<file path="src/rtl/bist_pattern_gen.sv">
// Multi-mode BIST address/data sequencer (checkerboard, March C-, solid) for a single-port SRAM.
// Outputs decode registered state directly; cen=0 freezes the sequencer with the current op held.
module bist_pattern_gen #(
  parameter int ADDR_WIDTH = 8,
  parameter int DATA_WIDTH = 4,
  parameter logic [DATA_WIDTH-1:0] BASE_CB = {DATA_WIDTH/2{2'b01}}
) (
  input  logic                  clk,
  input  logic                  rst_n,
  input  logic                  start,
  input  logic [1:0]            mode,
  input  logic                  cen,
  output logic [ADDR_WIDTH-1:0] addr,
  output logic [DATA_WIDTH-1:0] wdata,
  output logic [DATA_WIDTH-1:0] exp_data,
  output logic                  we,
  output logic                  re,
  output logic [2:0]            elem,
  output logic                  busy,
  output logic                  done
);

  typedef enum logic [1:0] {IDLE, RUN, DONE} state_t;

  localparam logic [1:0] MODE_CB    = 2'd0;
  localparam logic [1:0] MODE_MARCH = 2'd1;

  state_t                  state_q, state_d;
  logic [1:0]              mode_q;
  logic [2:0]              elem_q;
  logic                    op_q;
  logic [ADDR_WIDTH-1:0]   addr_q;

  logic                    two_ops, op_wr, op_val, last_elem, desc;
  logic                    last_op, last_addr, advance, finish, accept;
  logic [1:0]              mode_eff;
  logic [DATA_WIDTH-1:0]   op_data;

  // Only March C- elements 3 and 4 walk the array downwards.
  function automatic logic is_desc(input logic [1:0] m, input logic [2:0] e);
    return (m == MODE_MARCH) && ((e == 3'd3) || (e == 3'd4));
  endfunction

  always_comb begin
    two_ops   = 1'b0;
    op_wr     = 1'b0;
    op_val    = 1'b0;
    last_elem = 1'b0;
    if (mode_q == MODE_MARCH) begin
      last_elem = (elem_q == 3'd5);
      two_ops   = (elem_q != 3'd0) && (elem_q != 3'd5);
      if (elem_q == 3'd0) begin
        op_wr = 1'b1;
      end else if (elem_q != 3'd5) begin
        // Elements 1..4 read the old value then write its complement.
        op_wr  = op_q;
        op_val = ((elem_q == 3'd2) || (elem_q == 3'd4)) ^ op_q;
      end
    end else begin
      last_elem = (elem_q == 3'd3);
      op_wr     = ~elem_q[0];
      op_val    = elem_q[1];
    end
  end

  assign desc      = is_desc(mode_q, elem_q);
  assign op_data   = (mode_q == MODE_CB) ? (BASE_CB ^ {DATA_WIDTH{addr_q[0] ^ op_val}})
                                         : {DATA_WIDTH{op_val}};
  assign last_op   = two_ops ? op_q : 1'b1;
  assign last_addr = desc ? (addr_q == '0) : (addr_q == '1);
  assign advance   = (state_q == RUN) && cen;
  assign finish    = advance && last_op && last_addr && last_elem;
  assign accept    = (state_q != RUN) && start;
  assign mode_eff  = (mode == 2'd3) ? MODE_CB : mode;

  always_comb begin
    state_d = state_q;
    case (state_q)
      IDLE, DONE: if (start) state_d = RUN;
      RUN:        if (finish) state_d = DONE;
      default:    state_d = IDLE;
    endcase
  end

  always_ff @(posedge clk or negedge rst_n) begin
    if (!rst_n) state_q <= IDLE;
    else        state_q <= state_d;
  end

  always_ff @(posedge clk or negedge rst_n) begin
    if (!rst_n) begin
      mode_q <= 2'd0;
      elem_q <= 3'd0;
      op_q   <= 1'b0;
      addr_q <= '0;
    end else if (accept) begin
      mode_q <= mode_eff;
      elem_q <= 3'd0;
      op_q   <= 1'b0;
      addr_q <= is_desc(mode_eff, 3'd0) ? '1 : '0;
    end else if (advance) begin
      if (!last_op) begin
        op_q <= 1'b1;
      end else begin
        op_q <= 1'b0;
        if (!last_addr) begin
          addr_q <= desc ? (addr_q - ADDR_WIDTH'(1)) : (addr_q + ADDR_WIDTH'(1));
        end else if (!last_elem) begin
          elem_q <= elem_q + 3'd1;
          addr_q <= is_desc(mode_q, elem_q + 3'd1) ? '1 : '0;
        end
      end
    end
  end

  assign busy     = (state_q == RUN);
  assign done     = (state_q == DONE);
  assign we       = busy & op_wr;
  assign re       = busy & ~op_wr;
  assign wdata    = we ? op_data : '0;
  assign exp_data = re ? op_data : '0;
  assign addr     = busy ? addr_q : '0;
  assign elem     = busy ? elem_q : 3'd0;

endmodule

</file>
<file path="config.mk">
export PLATFORM = sky130hd
export DESIGN_NAME = bist_pattern_gen
export DESIGN_NICKNAME = d
export VERILOG_FILES = /design/src/rtl/bist_pattern_gen.sv
export SDC_FILE = /design/constraint.sdc
export NUM_CORES = 1
export LEC_CHECK = 0
export BUFFER_PORTS_ARGS = -buffer_cell sky130_fd_sc_hd__clkbuf_2
export CAP_MARGIN = 20
export CORE_AREA = 2 2 44 66
export CTS_CLUSTER_DIAMETER = 120
export DETAILED_ROUTE_END_ITERATION = 8
export DIE_AREA = 0 0 46 68
export PLACE_DENSITY = 0.79
export SYNTH_ARGS = -nofsm -noshare
export SYNTH_HDL_FRONTEND = slang
export SYNTH_SLANG_ARGS = --single-unit
export TNS_END_PERCENT = 100
</file>
<file path="constraint.sdc">
create_clock -name clk -period 6.27 [get_ports clk]
set_input_delay 0.627 -clock clk [delete_from_list [all_inputs] [get_ports clk]]
set_output_delay 0.627 -clock clk [all_outputs]
set_load 0.02 [all_outputs]
</file>
==> Yosys cells after proc, flatten, opt, wreduce, memory -nomap -nowiden <==
Cells that the tools add are included.
W data, S select, Z words.
{ "word_totals": {"ff_bits": 16, "wordCells": 89} }
{ "classes": {"n_mux": 34, "eq_ne": 17, "n_reduce_logical": 23, "bitwise": 7, "addsub": 3} }
{ "ops": {"columns": ["cell", "count"], "rows": [
  ["$mux W8", 8],
  ["$mux W3", 6],
  ["$mux W1", 13],
  ["$mux W4", 3],
  ["$eq A3 B2 Y1 const B", 3],
  ["$eq A3 B3 Y1 const B", 3],
  ["$add A8 B1 Y8 const B", 1],
  ["$eq A8 B8 Y1 const B", 1],
  ["$logic_and A1 B1 Y1", 8],
  ["$logic_not A8 Y1", 1],
  ["$sub A8 B1 Y8 const B", 1],
  ["$mux W2", 3],
  ["$ne A2 B1 Y1 const B", 3],
  ["$reduce_bool A2 Y1", 3],
  ["$eq A2 B1 Y1 const B", 2],
  ["$eq A2 B2 Y1 const B", 2],
  ["$logic_not A2 Y1", 2],
  ["$pmux W2 S2", 1],
  ["$reduce_and A4 Y1", 1],
  ["$add A3 B1 Y3 const B", 1],
  ["$logic_not A3 Y1", 1],
  ["$logic_or A1 B1 Y1", 3],
  ["$ne A3 B2 Y1 const B", 1],
  ["$ne A3 B3 Y1 const B", 1],
  ["9 further kinds", 12]
]} }

==> Longest topological paths before layout <==
{ "depth": {"depth_word": 10, "ltp_mapped": 11, "depth_no_buf": 11} }

==> Least setup slack after synthesis <==
OpenSTA, ideal clock, no wires.
{ "synth_timing": {"kind": "flip-flop to output port", "from": "reg elem_q[0]", "to": "out exp_data[3]", "path_stages_with_launch": 10, "n_path_buf": 1, "arrival_time_ns": 2.305, "slack_ns": 3.338, "cell_sequence": "dfrtp_1 > inv_1 > ha_1 > xnor2_1 > or3_2 > o31ai_1 > o21ai_2 > xor2_1 > nor3_1 > buf_4"} }
{ "synth_between": {"elab_chain_len": 9, "word_cells_on_any_way": 18, "cone_classes": "eq/ne: 3; mux: 8; bitwise: 5; reduce/logical: 2"} }
{ "synth_rtl": {"columns": ["item", "line_no", "source"], "rows": [
  ["start, declared", "30", "logic [2:0] elem_q;"],
  ["start signal, assigned", "109", "elem_q <= elem_q + 3'd1;"],
  ["$eq A3 B2 Y1 or $eq A3 B3 Y1 (tied branches)", "57", "op_val = ((elem_q == 3'd2) || (elem_q == 3'd4)) ^ op_q;"],
  ["$logic_or A1 B1 Y1", "57", null],
  ["$xor A1 B1 Y1", "57", null],
  ["$mux W1", "54", "end else if (elem_q != 3'd5) begin"],
  ["$mux W1", "52", "if (elem_q == 3'd0) begin"],
  ["$mux W1", "49", "if (mode_q == MODE_MARCH) begin"],
  ["$xor A1 B1 Y1", "67", "assign op_data = (mode_q == MODE_CB) ? (BASE_CB ^ {DATA_WIDTH{addr_q[0] ^ op_val}})"],
  ["$mux W4", "67", null],
  ["$mux W4 (*)", "121", "assign exp_data = re ? op_data : '0;"],
  ["end, declared", "15", "output logic [DATA_WIDTH-1:0] exp_data,"]
]} }
Mark *: on every way between the ends. The rest lies on a longest branch, timed or not.

==> Worst setup path in the final report <==
Same ends and word-level chain as after synthesis.

==> results.cfg <==
[run_status]
run_status = complete, no violations

[critical_path]
crit_type = flop to output port
cp-end-kind = output port
required_ps = 5640
max_stage_delay_ps = 400
worst-path-buf-inv = 2
path_delay_family = simple AND/OR/NAND/NOR gates
critPathArrivalTime_ps = 2300
startpoint_type = flop
path_cells = inv_1 > ha_1 > xnor2_1 > or3_2 > o31ai_1 > o21ai_2 > xor2_1 > nor3_1 > clkbuf_2
path_max_fanout = 5
crit_slowest_cell = or3_2

[power]
power_density_nw_per_um2 = 263
seqPwrFrac = 0.361
p_switching_uw = 166
power_frac_clock = 0.216
worst_ir_drop_vdd_v = 0.000165
power.leakage_nw = 0.801
sw_frac_of_total = 0.398
comb_power_share = 0.422
internal_power_uw = 251

[synth]
synth_xor_area_frac = 0.0553
synth_adder_area_share = 0.111
syn_nets = 182
synth-simple-area-share = 0.276
syn_inst = 164
syn_area_per_cell_um2 = 8.69
ys_seq_area_frac = 0.281
synth.distinct_cells = 48
synth_edf_count = 0
synth_top_family_by_area = simple AND/OR/NAND/NOR gates
async_reset_ff_frac = 1.00
ys.flop_type = dfrtp_1
synth.area.mux_share = 0.0316
yosysWarnings = 0
synth_area_um2 = 1430
synth-compound-area-share = 0.168
ys_ff_latch = 16

[layout]
layout-drive-gt1-share = 0.223
antenna_cells = 0
nets = 207
multi_input_area_um2 = 913
regArea_um2 = 400
fillerInstances = 222
syn_to_final_growth_pct = 11.1

[global_route]
grt_remaining_overflow = 0
grt_pass1_wl_um = 5280
grt_pass1_vias = 1189
grt_max_degree = 17
grt_usage = 0.229
antenna_found_initial = 0

[clock_network]
cts.sinks = 16
worstSkewPairLatency_ps = 250
clk_pin_slew_worst_paths_ps = 60
ctsHtreeMaxLevel = 1
cts_root_buf = clkbuf_8
numCtsBuffers = 3
cts_tree = done
clockBufferDepth = 2
post_cts_resized = 0
hold_buffers = 0
post_cts_buffers = 0

[sta]
slew_violations = 0
hold_viol = 0
finalSetupTns_ps = 0
hold_ws_ps = 293
setup_violations = 0
max_freq_mhz = 342
max_slew.worst_pin.slew_ps = 727
finClkSkew_ps = 4.48
rsz0062_at_grt = false
layout_min_cycle_time_ps = 2930
slew_headroom = 0.506
period_share = 0.467

[job]
maxCapViolations = 0

[floorplanning]
die_height_um = 68
ioPinCount = 29
fp.dieArea_um2 = 3130
rows = 23
initial_core_util = 0.550
chipWidth_um = 46
core_area_um2 = 2590

[route]
via_per_inst = 5.77
finalWirelength_um = 3030
vias = 1230
firstDrtPassIters = 4
ant_nets = 0
wl_per_cell_um = 14.2
drc = 0
drt_iter0_drc = 40

[place]
place_hpwl_um = 2450
place.gp.congestion = 0.845
port_buffers = 28

[min_path]
hold_class = input pin to async pin
-- path summary, 6_finish.rpt --
path                                  from  cells after the start          end  slack (ps)
min in group clk                state_q[0]                      1   state_q[0]         500
worst max register to register   elem_q[0]                      8    addr_q[5]        3450
worst min register to register  state_q[0]                      1   state_q[0]         500
max in group asynchronous            rst_n                      1    elem_q[2]        5690
worst max-delay path             elem_q[0]                      9  exp_data[3]        3340
worst min-delay path                 rst_n                      1    addr_q[7]         290
-- kinds of logic (layout without fill, tap and decap cells) --
family / Yosys count / after routing
muxes: 4 / 4
adders and majority gates: 12 / 12
and+or+nand+nor: 70 / 70
DFF: 16 / 16
xor gates and xnor gates: 9 / 9
AOI/OAI and AO/OA: 34 / 34
buffers and inverters: 19 / 43
-- synthesized netlist by cell type, types with 3 or more instances --
cell type | count | area share
a21oi_1 | 8 | 0.028
o21ai_0 | 6 | 0.021
nand2_1 | 14 | 0.037
nor2b_1 | 5 | 0.022
ha_1 | 11 | 0.097
xnor2_1 | 6 | 0.037
buf_4 | 4 | 0.021
inv_1 | 10 | 0.026
nor3_1 | 4 | 0.014
buf_6 | 3 | 0.024
xor2_1 | 3 | 0.018
o2bb2ai_1 | 7 | 0.043
nor2_1 | 19 | 0.050
nand3b_1 | 3 | 0.016
dfrtp_1 | 16 | 0.28
and2_1 | 7 | 0.031
-- power groups by stage --
stage,Combinational [mW],Sequential [mW],Clock [mW]
floorplan,0.141,0.142,0
global placement,0.172,0.151,0
detailed placement,0.176,0.152,0
CTS,0.177,0.150,0.0913
global route,0.198,0.155,0.0963
finish,0.176,0.151,0.0903
-- metrics by stage --
step	setup WS, ps	util	power (mW)	std cells	instance area, um^2
detailed placement	3480	0.590	0.328	209	1530
CTS	3330	0.611	0.419	213	1580
global placement	3620	0.590	0.323	209	1530
finish	3340	0.611	0.417	213	1580
floorplan	3340	-	0.283	164	1430
global route	3150	0.611	0.449	213	1580
-- sequential cells by signal, summed over array words and instances, names as in the netlist --
signal,count
addr_q,8
elem_q,3
mode_q,2
state_q,2
op_q,1
-- layout by cell type, fill, tap and decap left out, types with 3 or more instances in the layout --
cell / n
clkbuf_2: 28
o2bb2ai_1: 7
and2_1: 7
xor2_1: 3
nand2_1: 14
xnor2_1: 6
inv_1: 10
nor2b_1: 5
a21oi_1: 8
nor2_1: 19
o21ai_0: 6
clkbuf_8: 4
dfrtp_1: 16
ha_1: 11
nor3_1: 4
nand3b_1: 3
-- metal layers --
layer  vias to the layer above  global-route usage  wire [um]
met5                         -                   0          0
met4                         0              0.0750         45
met3                         4              0.0158        109
met2                        37               0.434       1660
met1                       570               0.258       1220
li1                        619                   -          -
-- cell type report --
type,count,area share
clock buffer,4,0.0348
multi-input combinational,129,0.577
tap,25,0.0198
timing repair buffer,28,0.0885
inverter,11,0.0269
sequential,16,0.253
Power figures use the tool's default switching activity.
